$ cat src/rtl/chipmunk_stack_engine.sv
// chipmunk_stack_engine
// Command-driven hardware stack controller. Pushes and pulls single bytes or
// one/two-byte return addresses through a req/ack byte memory port that may
// insert wait states. Tracks fill level, derives the descending stack pointer,
// and raises sticky overflow/underflow flags on rejected commands.
module chipmunk_stack_engine #(
  parameter int ADDR_W     = 12,
  parameter int PC_W       = 12,
  parameter int SP_W       = 6,
  parameter int STACK_BASE = 'h100
) (
  input  logic              clk,
  input  logic              reset,
  input  logic              cmd_valid,
  output logic              cmd_ready,
  input  logic [1:0]        cmd_op,
  input  logic [7:0]        cmd_data,
  input  logic [PC_W-1:0]   cmd_addr,
  output logic              rsp_valid,
  output logic              rsp_err,
  output logic [7:0]        rsp_data,
  output logic [PC_W-1:0]   rsp_addr,
  output logic              mem_req,
  output logic              mem_we,
  output logic [ADDR_W-1:0] mem_addr,
  output logic [7:0]        mem_wdata,
  input  logic [7:0]        mem_rdata,
  input  logic              mem_ack,
  output logic [SP_W-1:0]   sp,
  output logic [SP_W:0]     level,
  output logic              full,
  output logic              overflow,
  output logic              underflow,
  input  logic              clr_err
);

  // Bytes per return address and stack geometry.
  localparam int                NB    = (PC_W <= 8) ? 1 : 2;
  localparam int                DEPTH = 1 << SP_W;
  localparam logic [ADDR_W-1:0] BASE  = ADDR_W'(STACK_BASE);

  typedef enum logic [1:0] {
    S_IDLE = 2'd0,
    S_MEM  = 2'd1,
    S_RESP = 2'd2
  } state_t;

  // Memory address of a stack slot; wraps within the address space.
  function automatic logic [ADDR_W-1:0] slot_addr(input logic [SP_W-1:0] s);
    return BASE + ADDR_W'(s);
  endfunction

  // High byte of a return address, zero padded above PC_W.
  function automatic logic [7:0] addr_hi(input logic [PC_W-1:0] a);
    return 8'(16'(a) >> 8);
  endfunction

  // Low byte of a return address, zero padded when PC_W is below 8.
  function automatic logic [7:0] addr_lo(input logic [PC_W-1:0] a);
    return 8'(16'(a));
  endfunction

  state_t              r_state;
  logic [1:0]          r_op;
  logic [1:0]          r_n;
  logic                r_idx;
  logic [SP_W-1:0]     r_slot;
  logic [SP_W:0]       r_level;
  logic                r_ovf;
  logic                r_udf;
  logic                r_rsp_valid;
  logic                r_rsp_err;
  logic [7:0]          r_rsp_data;
  logic [PC_W-1:0]     r_rsp_addr;
  logic                r_mem_req;
  logic                r_mem_we;
  logic [ADDR_W-1:0]   r_mem_addr;
  logic [7:0]          r_mem_wdata;
  logic [PC_W-1:0]     r_addr;

  logic                w_idle;
  logic                w_accept;
  logic                w_push;
  logic                w_isaddr;
  logic [1:0]          w_n;
  logic [SP_W-1:0]     w_sp;
  logic                w_over;
  logic                w_under;
  logic                w_err;
  logic [SP_W-1:0]     w_slot_first;
  logic                w_r_push;
  logic                w_r_isaddr;
  logic [SP_W-1:0]     w_slot_next;
  logic                w_cap_hi;

  assign w_idle   = (r_state == S_IDLE);
  assign w_accept = cmd_valid && w_idle;
  assign w_push   = ~cmd_op[0];
  assign w_isaddr = cmd_op[1];
  assign w_n      = w_isaddr ? 2'(NB) : 2'd1;

  // The stack grows downward from the top slot: sp = (DEPTH-1-level) mod DEPTH.
  assign w_sp     = ~r_level[SP_W-1:0];

  // Reject a push that does not fit in the free space, or a pull of more
  // bytes than are stacked.
  assign w_over   = ((SP_W+2)'(r_level) + (SP_W+2)'(w_n)) > (SP_W+2)'(DEPTH);
  assign w_under  = r_level < (SP_W+1)'(w_n);
  assign w_err    = w_push ? w_over : w_under;

  // Push writes at sp; pull reads the slot just above sp.
  assign w_slot_first = w_push ? w_sp : w_sp + SP_W'(1);

  // Consecutive bytes of one address walk downward for push, upward for pull.
  assign w_r_push    = ~r_op[0];
  assign w_r_isaddr  = r_op[1];
  assign w_slot_next = w_r_push ? r_slot - SP_W'(1) : r_slot + SP_W'(1);

  // A pulled two-byte address arrives high byte first.
  assign w_cap_hi    = (NB == 2) && w_r_isaddr && !r_idx;

  assign cmd_ready = w_idle;
  assign rsp_valid = r_rsp_valid;
  assign rsp_err   = r_rsp_err;
  assign rsp_data  = r_rsp_data;
  assign rsp_addr  = r_rsp_addr;
  assign mem_req   = r_mem_req;
  assign mem_we    = r_mem_we;
  assign mem_addr  = r_mem_addr;
  assign mem_wdata = r_mem_wdata;
  assign sp        = w_sp;
  assign level     = r_level;
  assign full      = (r_level == (SP_W+1)'(DEPTH));
  assign overflow  = r_ovf;
  assign underflow = r_udf;

  // Return address latched at acceptance; only needed for the second pushed byte.
  always_ff @(posedge clk) begin
    if (w_accept) begin
      r_addr <= cmd_addr;
    end
  end

  // Command FSM: accept/check in IDLE, byte transfers in MEM, one-cycle response in RESP.
  always_ff @(posedge clk or negedge reset) begin
    if (!reset) begin
      r_state     <= S_IDLE;
      r_op        <= 2'b00;
      r_n         <= 2'd0;
      r_idx       <= 1'b0;
      r_slot      <= '0;
      r_level     <= '0;
      r_ovf       <= 1'b0;
      r_udf       <= 1'b0;
      r_rsp_valid <= 1'b0;
      r_rsp_err   <= 1'b0;
      r_rsp_data  <= '0;
      r_rsp_addr  <= '0;
      r_mem_req   <= 1'b0;
      r_mem_we    <= 1'b0;
      r_mem_addr  <= '0;
      r_mem_wdata <= '0;
    end else begin
      r_rsp_valid <= 1'b0;

      // Clearing is overridden below when a new error is flagged this cycle.
      if (clr_err) begin
        r_ovf <= 1'b0;
        r_udf <= 1'b0;
      end

      case (r_state)
        S_IDLE: begin
          if (cmd_valid) begin
            r_op  <= cmd_op;
            r_n   <= w_n;
            r_idx <= 1'b0;
            if (w_err) begin
              r_state     <= S_RESP;
              r_rsp_valid <= 1'b1;
              r_rsp_err   <= 1'b1;
              if (w_push) begin
                r_ovf <= 1'b1;
              end else begin
                r_udf <= 1'b1;
              end
            end else begin
              r_state     <= S_MEM;
              r_mem_req   <= 1'b1;
              r_mem_we    <= w_push;
              r_slot      <= w_slot_first;
              r_mem_addr  <= slot_addr(w_slot_first);
              r_mem_wdata <= w_isaddr ? addr_lo(cmd_addr) : cmd_data;
            end
          end
        end

        S_MEM: begin
          if (mem_ack) begin
            if (w_r_push) begin
              r_level <= r_level + (SP_W+1)'(1);
            end else begin
              r_level <= r_level - (SP_W+1)'(1);
              if (!w_r_isaddr) begin
                r_rsp_data <= mem_rdata;
              end else if (w_cap_hi) begin
                r_rsp_addr <= PC_W'({mem_rdata, addr_lo(r_rsp_addr)});
              end else begin
                r_rsp_addr <= PC_W'({addr_hi(r_rsp_addr), mem_rdata});
              end
            end
            r_n   <= r_n - 2'd1;
            r_idx <= 1'b1;
            if (r_n > 2'd1) begin
              r_slot      <= w_slot_next;
              r_mem_addr  <= slot_addr(w_slot_next);
              r_mem_wdata <= addr_hi(r_addr);
            end else begin
              r_state     <= S_RESP;
              r_mem_req   <= 1'b0;
              r_rsp_valid <= 1'b1;
              r_rsp_err   <= 1'b0;
            end
          end
        end

        S_RESP: begin
          r_state <= S_IDLE;
        end

        default: begin
          r_state <= S_IDLE;
        end
      endcase
    end
  end

endmodule

$ cat config.mk
export PLATFORM = sky130hd
export DESIGN_NAME = chipmunk_stack_engine
export DESIGN_NICKNAME = d
export VERILOG_FILES = /design/src/rtl/chipmunk_stack_engine.sv
export SDC_FILE = /design/constraint.sdc
export NUM_CORES = 1
export LEC_CHECK = 0
export CELL_PAD_IN_SITES_DETAIL_PLACEMENT = 1
export CELL_PAD_IN_SITES_GLOBAL_PLACEMENT = 2
export CORE_ASPECT_RATIO = 0.5
export CORE_UTILIZATION = 26
export CTS_CLUSTER_SIZE = 16
export DETAILED_ROUTE_END_ITERATION = 10
export GPL_ROUTABILITY_DRIVEN = 1
export PLACE_DENSITY = 0.73
export REMOVE_ABC_BUFFERS = 1
export SYNTH_ARGS = -nofsm -noshare
export SYNTH_HDL_FRONTEND = slang
export SYNTH_SLANG_ARGS = --single-unit
$ cat constraint.sdc
create_clock -name clk -period 2.6 [get_ports clk]
set_clock_uncertainty 0.1 [all_clocks]
set_input_delay 0.26 -clock clk [delete_from_list [all_inputs] [get_ports clk]]
set_output_delay 0.26 -clock clk [all_outputs]
set_load 0.01 [all_outputs]
==> impl_metrics.csv <==
group,metric,value,unit
routing,wire_per_inst,16.2,µm
run,cap_violations,0,
timing,setup_viol,0,
routing,drc_errors,0,
clock_network,cts-buffers-inserted,9,
clock_network,clock-root-buffer,"clkbuf_16",
timing,rsz0062_at_grt,"false",
routing,antenna_left,0,
synth,synthCells,295,
setup_path,r2r_end,"mem_wdata[1]",
synth,synth_cell_types,58,
clock_network,clk_latency,0.32,ns
synth,synthesis.area,3210,µm²
synth,synth_seq_cells,59,
timing,finalCritPeriodShare,96.5,%
setup_path,worstReg2RegStart,"level[0]",
pwr,leakage,2.10,nW
floorplan,dieArea,12800,µm²
floorplan,num_rows,28,
pwr,total_power,6.49,mW
setup_path,crit_fanout,5,
floorplan,pin_count,96,
global_route,grt_pass1_vias,2845,
global_route,grt-ovfl-total,0,
placement,io_buffers,90,
setup_path,cp-start-kind,"flip-flop",
pwr,ir_drop,386,µV
synth,synth_flop_cell,"dfrtp_1",
hold_path,hold_path_end,"r_op[1]",
setup_path,r2r_setup_slack,0.09,ns
hold_path,holdCritStartpoint,"cmd_op[1]",
routing,vias,2647,
clock_network,htreeDepth,3,
synth,yosysWarnings,0,
final_layout,nNetsFinal,463,
clock_network,path_clk_slew,0.05,ns
final_layout,antenna_cells,0,
synth,synth_edf_count,4,
placement,place.gp.congestion,0.761,
hold_path,hold_path_class,"in2reg",
setup_path,reg2reg_depth,9,
pwr,power_density,1350,nW/µm²
floorplan,die_width,159,µm
synth,synth_seq_area_share,46.6,%
synth,ys_async_sr_fraction,93.2,%
placement,place_inst,563,
timing,setup_ws,0.0908,ns
global_route,antenna_found_initial,0,
clock_network,cts_tree,"built",
timing,max_slew.worst_pin.slew,0.708,ns
timing,setup-tns-final,0,ns
floorplan,core,11900,µm²
routing,initialDrtViolationCount,97,
timing,maxClockFrequency,399,MHz
final_layout,final_cells,580,
timing,finalHoldViolCount,0,
setup_path,required,2.70,ns
setup_path,arrival,2.61,ns
timing,relSlewSlack,52.8,%
synth,syn_area_per_cell,10.9,µm²
final_layout,layout-drive-gt1-share,19.0,%
floorplan,dieHeight,80.6,µm
routing,wl,9400,µm
clock_network,cts_max_path_buffers,2,
clock_network,post_cts_buffers,0,
setup_path,path_cells,"ha_1, inv_1, fa_2, a311oi_1, a211oi_2, o21ai_4, nand2_2, buf_4, mux2_4",
final_layout,syn_to_final_growth,49.2,%
floorplan,start_util,26.9,%
placement,dp_hpwl,7180,µm
placement,dp_slack,-0.541,ns
global_route,grt_max_degree,32,
setup_path,crit_type,"reg2reg",
timing,whs,0.381,ns
routing,vias_per_cell,4.56,
routing,firstDrtPassIters,4,
setup_path,crit_path_top_delay_cell,"fa_2",
timing,maxSlewViolCount,0,
global_route,grt_pass1_wl,15100,µm
clock_network,cts_sinks,59,
setup_path,cpPeakStageDelay,0.46,ns
hold_path,holdPathStages,3,
status,status,"finished, final reports clean",
global_route,track_usage,15.3,%
setup_path,cp-end-kind,"flip-flop",
timing,finalCriticalPeriod,2.51,ns
cell usage in the layout, fill, tap and decap left out, types with 2 or more instances in the layout:
cell type | Yosys | routed
fa_1 | 3 | 2
inv_1 | 14 | 14
nor2b_1 | 3 | 3
nand2b_1 | 4 | 4
nor3_1 | 4 | 4
ha_1 | 15 | 15
o211ai_1 | 2 | 2
conb_1 | 1 | 5
mux2_2 | 21 | 21
edfxtp_1 | 4 | 4
dfrtp_1 | 55 | 55
o21a_1 | 2 | 2
bufinv_16 | 0 | 3
xnor2_1 | 11 | 11
nand2_1 | 29 | 29
clkdlybuf4s50_1 | 0 | 88
mux2_4 | 7 | 7
nor2_1 | 15 | 15
o31ai_1 | 2 | 2
clkinv_2 | 0 | 3
buf_4 | 7 | 23
a211oi_1 | 2 | 2
clkbuf_16 | 0 | 9
o21ai_0 | 20 | 19
a21o_1 | 3 | 3
o2bb2ai_1 | 2 | 2
nand3_1 | 8 | 8
inv_2 | 2 | 2
mux2i_1 | 9 | 9
xor2_1 | 2 | 2
a21oi_1 | 11 | 11
a22oi_1 | 2 | 2
flip-flops by register name (all words and copies together) (netlist names), 2 cells and up:
register   flops
r_state        2
r_addr         4
rsp_data       8
level          7
rsp_addr      12
mem_addr       2
mem_wdata      8
r_n            2
r_op           2
r_slot         5
layer usage:
| layer | share of wire [%] | GRT usage (%) | vias to the layer above |
|---|---|---|---|
| li1 | - | - | 1254 |
| met1 | 45 | 18.8 | 1329 |
| met2 | 50 | 27.0 | 48 |
| met3 | 3.2 | 3.41 | 16 |
| met4 | 1.4 | 4.90 | 0 |
| met5 | 0 | 0 | - |
worst max path at each step:
stage                   start            to  slack, ns  cells after the start
floorplan            level[1]     r_slot[1]      -0.12                      7
global placement    cmd_op[1]  mem_wdata[1]      -0.42                     10
detailed placement  cmd_op[1]       rsp_err      -0.54                     11
CTS                  level[0]  mem_wdata[1]       0.08                     11
global route         level[0]  mem_wdata[1]      0.007                      9
finish               level[0]  mem_wdata[1]       0.09                      9
critical path: cells and delay by family (launching register included):
family / cells / cell delay (ns)
AO/OA/AOI/OAI: 3 / 0.60
adder cells (fa/ha/maj): 2 / 0.65
buffers and inverters: 2 / 0.26
flip-flops: 1 / 0.38
multiplexers: 1 / 0.29
AND/OR/NAND/NOR: 1 / 0.10
synth_stat cells (2+ instances only):
library cell  instances  share of area (%)
a211oi_1              2               0.47
a21o_1                3               0.70
a21oi_1              11                1.7
a22oi_1               2               0.47
buf_1                 2               0.23
buf_2                 2               0.31
buf_4                 7                1.6
clkbuf_1              3               0.35
dfrtp_1              55                 43
edfxtp_1              4                3.7
fa_1                  3                1.9
ha_1                 15                5.8
inv_1                14                1.6
inv_2                 2               0.23
mux2_2               21                7.4
mux2_4                7                3.3
mux2i_1               9                2.8
nand2_1              29                3.4
nand2b_1              4               0.78
nand3_1               8                1.2
nor2_1               15                1.8
nor2b_1               3               0.58
nor3_1                4               0.62
nor3b_1               2               0.47
o211ai_1              2               0.47
o21a_1                2               0.47
o21ai_0              20                3.1
o2bb2ai_1             2               0.55
o31ai_1               2               0.47
xnor2_1              11                3.0
xor2_1                2               0.55
power breakdown:
part	total [mW]	switching [mW]	leakage (nW)	internal, mW
combinational	3.46	1.62	1.22	1.84
sequential	1.69	0.348	0.720	1.35
clock	1.33	0.402	0.166	0.930
what timing repair did:
action,in CTS,in global routing
resized for setup,4,2
endpoints found under the setup margin,15,7
pin swaps,1,1
endpoints found under the hold margin,29,0
hold buffers,1,0
cell type report:
type / count / area, µm²
Tap cell: 165 / 206
Timing Repair Buffer: 115 / 1100
Clock inverter: 6 / 105
Fill cell: 1320 / 7120
Multi-Input combinational cell: 208 / 1590
Sequential cell: 59 / 1500
Inverter: 17 / 63.8
Clock buffer: 10 / 229
cells by family after synthesis:
| family | after synthesis | synth area share [%] |
|---|---|---|
| buf+inv | 32 | 4.87 |
| fa+ha+maj | 18 | 7.72 |
| flops | 59 | 46.6 |
| mux | 37 | 13.5 |
| other cells | 1 | 0.117 |
| compound gates | 58 | 12.0 |
| simple gates | 77 | 11.7 |
| xor+xnor | 13 | 3.55 |
metrics by stage:
stage	utilization, %	cell area [µm²]
6_report	40.2	4790
5_1_grt	40.2	4790
4_1_cts	40.1	4780
3_5_place_dp	37.2	4430
3_3_place_gp	37.2	4430
2_1_floorplan	-	3130
No activity file was read; power rests on OpenSTA's default activity.
